===== config.mk =====
export PLATFORM = sky130hd
export DESIGN_NAME = a2d_sequencer
export DESIGN_NICKNAME = d
export VERILOG_FILES = /design/src/rtl/a2d_sequencer.sv
export SDC_FILE = /design/constraint.sdc
export NUM_CORES = 1
export LEC_CHECK = 0
export ABC_AREA = 0
export ABC_CLOCK_PERIOD_IN_PS = 3350
export CAP_MARGIN = 20
export CORE_MARGIN = 2
export CORE_UTILIZATION = 57
export CTS_CLUSTER_DIAMETER = 50
export DETAILED_ROUTE_END_ITERATION = 10
export PLACE_DENSITY_LB_ADDON = 0.1
export SLEW_MARGIN = 10
export SYNTH_ARGS = -nofsm -noshare
export SYNTH_HDL_FRONTEND = slang
export SYNTH_SLANG_ARGS = --single-unit

===== constraint.sdc =====
create_clock -name clk -period 3.35 [get_ports clk]
set_clock_uncertainty 0.2 [all_clocks]
set_input_delay 0.5025 -clock clk [delete_from_list [all_inputs] [get_ports clk]]
set_output_delay 0.5025 -clock clk [all_outputs]
set_load 0.05 [all_outputs]

===== src/rtl/a2d_sequencer.sv =====
// Periodic sweep scheduler for an 8-channel 12-bit A2D behind a 16-bit SPI monarch.
// Each enabled channel gets a command frame then a read frame; read results land in a small register file.
module a2d_sequencer #(
    parameter logic [15:0] PERIOD = 16'd5000,
    parameter int          CH_W   = 3
) (
    input  logic                 clk,
    input  logic                 rst_n,
    input  logic                 en,
    input  logic [2**CH_W-1:0]   chnl_mask,
    input  logic [CH_W-1:0]      rd_chnl,
    output logic [11:0]          rd_data,
    output logic                 sweep_done,
    output logic                 busy,
    output logic                 overrun,
    output logic                 spi_snd,
    output logic [15:0]          spi_cmd,
    input  logic                 spi_done,
    input  logic [15:0]          spi_resp
);
    localparam int NUM_CH = 2**CH_W;

    typedef enum logic [2:0] {
        IDLE,
        SCAN,
        SEND1,
        WAIT1,
        SEND2,
        WAIT2,
        WAIT_TMR
    } state_t;

    state_t            state_q;
    logic [NUM_CH-1:0] mask_q;
    logic [CH_W-1:0]   ch_ptr_q;
    logic              exhausted_q;
    logic              stop_q;
    logic              pend_q;
    logic              done_prev_q;
    logic [15:0]       timer_q;
    logic              snd_q;
    logic [15:0]       cmd_q;
    logic              sweep_done_q;
    logic              busy_q;
    logic              overrun_q;
    logic [11:0]       result_q [NUM_CH];

    logic              found_d;
    logic [CH_W-1:0]   found_idx_d;
    logic              done_rise;
    logic              timer_expire;
    logic              sweep_start;

    // Upper response bits carry no conversion data.
    logic unused_resp_bits;
    assign unused_resp_bits = &{1'b0, spi_resp[15:12]};

    assign done_rise    = spi_done && !done_prev_q;
    assign timer_expire = en && (timer_q == PERIOD - 16'd1);
    assign sweep_start  = en && ((state_q == IDLE) ||
                                 ((state_q == WAIT_TMR) && (timer_expire || pend_q)));

    // Lowest enabled channel at or above the pointer; descending loop so the lowest hit wins.
    always_comb begin
        found_d     = 1'b0;
        found_idx_d = '0;
        for (int i = NUM_CH - 1; i >= 0; i--) begin
            if (mask_q[i] && (i >= int'(ch_ptr_q)) && !exhausted_q) begin
                found_d     = 1'b1;
                found_idx_d = CH_W'(i);
            end
        end
    end

    always_ff @(posedge clk or negedge rst_n) begin
        if (!rst_n) begin
            state_q      <= IDLE;
            mask_q       <= '0;
            ch_ptr_q     <= '0;
            exhausted_q  <= 1'b0;
            stop_q       <= 1'b0;
            pend_q       <= 1'b0;
            done_prev_q  <= 1'b0;
            timer_q      <= '0;
            snd_q        <= 1'b0;
            cmd_q        <= '0;
            sweep_done_q <= 1'b0;
            busy_q       <= 1'b0;
            overrun_q    <= 1'b0;
            for (int i = 0; i < NUM_CH; i++) begin
                result_q[i] <= '0;
            end
        end else begin
            done_prev_q  <= spi_done;
            snd_q        <= 1'b0;
            sweep_done_q <= 1'b0;

            if (!en || sweep_start || timer_expire) begin
                timer_q <= '0;
            end else begin
                timer_q <= timer_q + 16'd1;
            end

            if (!en) begin
                overrun_q <= 1'b0;
                pend_q    <= 1'b0;
                stop_q    <= 1'b1;
            end else if (timer_expire && busy_q) begin
                overrun_q <= 1'b1;
                pend_q    <= 1'b1;
            end

            case (state_q)
                IDLE: ;
                SCAN: begin
                    if (stop_q || !en) begin
                        busy_q  <= 1'b0;
                        state_q <= IDLE;
                    end else if (found_d) begin
                        ch_ptr_q <= found_idx_d;
                        snd_q    <= 1'b1;
                        cmd_q    <= 16'(found_idx_d) << 11;
                        state_q  <= SEND1;
                    end else begin
                        sweep_done_q <= 1'b1;
                        busy_q       <= 1'b0;
                        state_q      <= WAIT_TMR;
                    end
                end
                SEND1: state_q <= WAIT1;
                WAIT1: begin
                    if (done_rise) begin
                        snd_q   <= 1'b1;
                        state_q <= SEND2;
                    end
                end
                SEND2: state_q <= WAIT2;
                WAIT2: begin
                    if (done_rise) begin
                        result_q[ch_ptr_q] <= spi_resp[11:0];
                        if (stop_q || !en) begin
                            busy_q  <= 1'b0;
                            state_q <= IDLE;
                        end else begin
                            if (ch_ptr_q == CH_W'(NUM_CH - 1)) begin
                                exhausted_q <= 1'b1;
                            end else begin
                                ch_ptr_q <= ch_ptr_q + CH_W'(1);
                            end
                            state_q <= SCAN;
                        end
                    end
                end
                WAIT_TMR: begin
                    if (!en) begin
                        state_q <= IDLE;
                    end
                end
                default: state_q <= IDLE;
            endcase

            // Sweep start (from IDLE or on period expiry) overrides the per-state updates above.
            if (sweep_start) begin
                mask_q      <= chnl_mask;
                ch_ptr_q    <= '0;
                exhausted_q <= 1'b0;
                stop_q      <= 1'b0;
                pend_q      <= 1'b0;
                busy_q      <= 1'b1;
                state_q     <= SCAN;
            end
        end
    end

    assign rd_data    = result_q[rd_chnl];
    assign spi_snd    = snd_q;
    assign spi_cmd    = cmd_q;
    assign sweep_done = sweep_done_q;
    assign busy       = busy_q;
    assign overrun    = overrun_q;

endmodule


==> results.cfg <==
[timing]
hold_slack_ns = 0.282
period_share_pct = 88.3
fin_setup_tns_ns = 0
worst_slack_ns = 0.392
period_minus_slack_ns = 2.96
setup_violations = 0
rsz0062_at_grt = no
final-hold-violation-count = 0
maxSlewViolCount = 0
relSlewSlack_pct = 60.3
fmaxAchievable_mhz = 338
worst-slew-pin-transition_ns = 0.596

[final_layout]
nFillCells = 833
final_cell_count_no_fill = 712
stdcell_area_um2 = 7850
layout-drive-gt1-share_pct = 37.6
nets = 592
finish.utilization_pct = 68.7
area_growth_pct = 18.0
diodes = 0

[critical_path]
critPathRequiredTime_ns = 3.45
reg2reg_from = ch_ptr_q[1]$_DFFE_PN0P_
path_class = reg2reg
worstPathMaxFanout = 13
critPathLaunchType = register
end_kind = register
arrival_ns = 3.06
critPathLaunch = ch_ptr_q[1]$_DFFE_PN0P_

[logic_synthesis]
syn_avg_cell_area_um2 = 13.2
ys_seq_area_share_pct = 51.6
syn-instance-count = 503
synth_top_family_by_area = multiplexers
synth_area_leaders = dfrtp_1 52%, mux2_2 20%, mux4_2 8.1%, nor2_1 1.6%, buf_4 1.5%
synth.distinct_cells = 62
yosys_register_bits = 137
synth_ff_type = dfrtp_1
synth-simple-area-share_pct = 8.77
synthXorXnorAreaFrac_pct = 1.45
yosysWarnings = 0
synth_top_cell_by_area = dfrtp_1
synthAdderAreaFrac_pct = 0.941
synth_area_um2 = 6650
async_flop_share_pct = 100
synth_compound_area_share_pct = 5.40
muxShareOfSynthArea_pct = 28.1
synth_edf_count = 0
yosysTopAreaCellShare_pct = 51.6

[drt]
wire_per_inst_um = 18.7
wl_mm = 13.3
vias = 4174
drt_iter0_markers = 290
ant_nets = 0
drc_errors = 0
vias_per_cell = 5.86
first_pass_iters = 4

[status]
outcome = finished, final reports clean

[run]
drv_cap = 0

[placement]
hpwlAfterDp_mm = 8.21
port_buffers = 45
pre_cts_ws_ns = 0.430
place_area_um2 = 7230
place_congestion = 0.905
dp.cells = 679

[clock_tree]
cts_root_buf = clkbuf_16
cts.sinks = 137
cts_buffers = 17
post_cts_resized = 0
cts_tree = done
h-tree-depth = 4
insertion_delay_ns = 0.41
clk_transition_reported_paths_ns = 0.06
clock_path_buffers = 2

[floorplan]
dieHeight_um = 112
rows = 39
die_x_um = 112
start_util_pct = 58.2
dieArea_um2 = 12500
coreArea_um2 = 11400
io_pins = 63

[grt]
antenna_found_initial = 0
overflow = 0
grt_max_degree = 111
grtUsageTotal_pct = 23.2
grt_pass1_wl_mm = 22.9
grt_pass1_vias = 4463

[worst_hold_path]
min_from = spi_cmd[12]$_DFFE_PN0P_
worstHoldPathType = reg2reg

[power_and_ir_drop]
p_leak_nw = 3.63
power_density_nw_per_um2 = 751
p_total_mw = 5.90
irDropWorstVdd_uv = 646
where the power goes:
part	total [mW]	internal [mW]	switching (mW)
Combinational	1.65	0.790	0.864
Clock	1.89	1.19	0.694
Sequential	2.36	2.05	0.307
Total	5.90	4.03	1.86
per-layer routing:
metal | global-route usage (%) | part of all wire (%) | vias up | wire length [um]
met3 | 6.32 | 4.7 | 14 | 622
met5 | 0 | 0 | - | 0
met1 | 32.5 | 46 | 2131 | 6200
li1 | - | - | 1930 | -
met2 | 36.4 | 48 | 99 | 6340
met4 | 6.83 | 1.3 | 0 | 175
final timing paths:
kind / end / slack [ns] / cells past startpoint
worst max register to register: busy$_DFFE_PN0P_ / 0.39 / 8
worst min register to register: spi_cmd[12]$_DFFE_PN0P_ / 0.28 / 2
min in group asynchronous: mask_q[7]$_DFFE_PN0P_ / 0.35 / 2
worst min-delay path: spi_cmd[12]$_DFFE_PN0P_ / 0.28 / 2
max in group asynchronous: result_q[34]$_DFFE_PN0P_ / 1.69 / 3
worst max-delay path: busy$_DFFE_PN0P_ / 0.39 / 8
timing repair:
item | in CTS | in global routing
hold buffers | 1 | 0
setup buffers | 0 | 0
endpoints found under the hold margin | 27 | 0
worst max-delay path, stage by stage (launching register included):
cell and delay [ns]:
dfrtp_1 0.58, inv_1 0.22, ha_1 0.24, o21bai_1 0.19, o211ai_1 0.31, o211ai_1 0.29, o21ai_1 0.41, o2111ai_1 0.19
a21o_1 0.21
state kept, by name, summed over array words and instances (netlist names), 3 cells and up:
signal / flops
state_q: 3
spi_cmd: 3
result_q: 96
timer_q: 16
mask_q: 8
ch_ptr_q: 3
Yosys cell counts, drive strengths merged (3+ instances only):
| library cell | n |
|---|---|
| nand2b | 8 |
| nor2b | 4 |
| and2 | 3 |
| xnor2 | 5 |
| nand3 | 17 |
| dfrtp | 137 |
| nand2 | 16 |
| clkbuf | 8 |
| inv | 9 |
| nand4 | 3 |
| ha | 5 |
| or3 | 4 |
| mux4 | 24 |
| nor2 | 28 |
| o211ai | 4 |
| mux2 | 117 |
| a21oi | 13 |
| o21ai | 14 |
| o22ai | 3 |
| xor2 | 6 |
| buf | 29 |
| nor4 | 4 |
| nor3 | 6 |
placed cells by master (no fill, tap or decap), types with 4 or more instances in the layout:
cell,Yosys,final
dfrtp_1,137,137
nor2_1,28,28
a21oi_1,13,13
nand2b_1,8,8
clkdlybuf4s50_1,0,31
conb_1,1,13
o211ai_1,4,4
or3_1,4,4
o21ai_0,13,13
nand2_1,16,16
nand3_1,17,17
buf_4,13,23
inv_1,9,9
xor2_1,6,6
ha_1,5,5
clkinvlp_4,0,5
mux2_2,116,116
mux4_2,24,24
clkbuf_8,0,5
nor2b_1,4,4
clkbuf_16,0,17
xnor2_1,5,5
cells by family after synthesis:
logic type | Yosys count
multiplexers | 142
flip-flops | 137
AND/OR/NAND/NOR | 107
AO/OA/AOI/OAI | 53
buffers and inverters | 47
XOR/XNOR | 11
adder cells (fa/ha/maj) | 5
other | 1
layout make-up:
| class | count | area, um2 | share of cell area (%) |
|---|---|---|---|
| clock inverter | 10 | 116 | 1.48 |
| timing repair buffer | 59 | 558 | 7.11 |
| inverter | 10 | 37.5 | 0.478 |
| multi-input combinational | 331 | 3040 | 38.7 |
| tap | 143 | 179 | 2.28 |
| sequential | 137 | 3430 | 43.7 |
| clock buffer | 22 | 494 | 6.30 |
(Power assumes the default switching activity.)
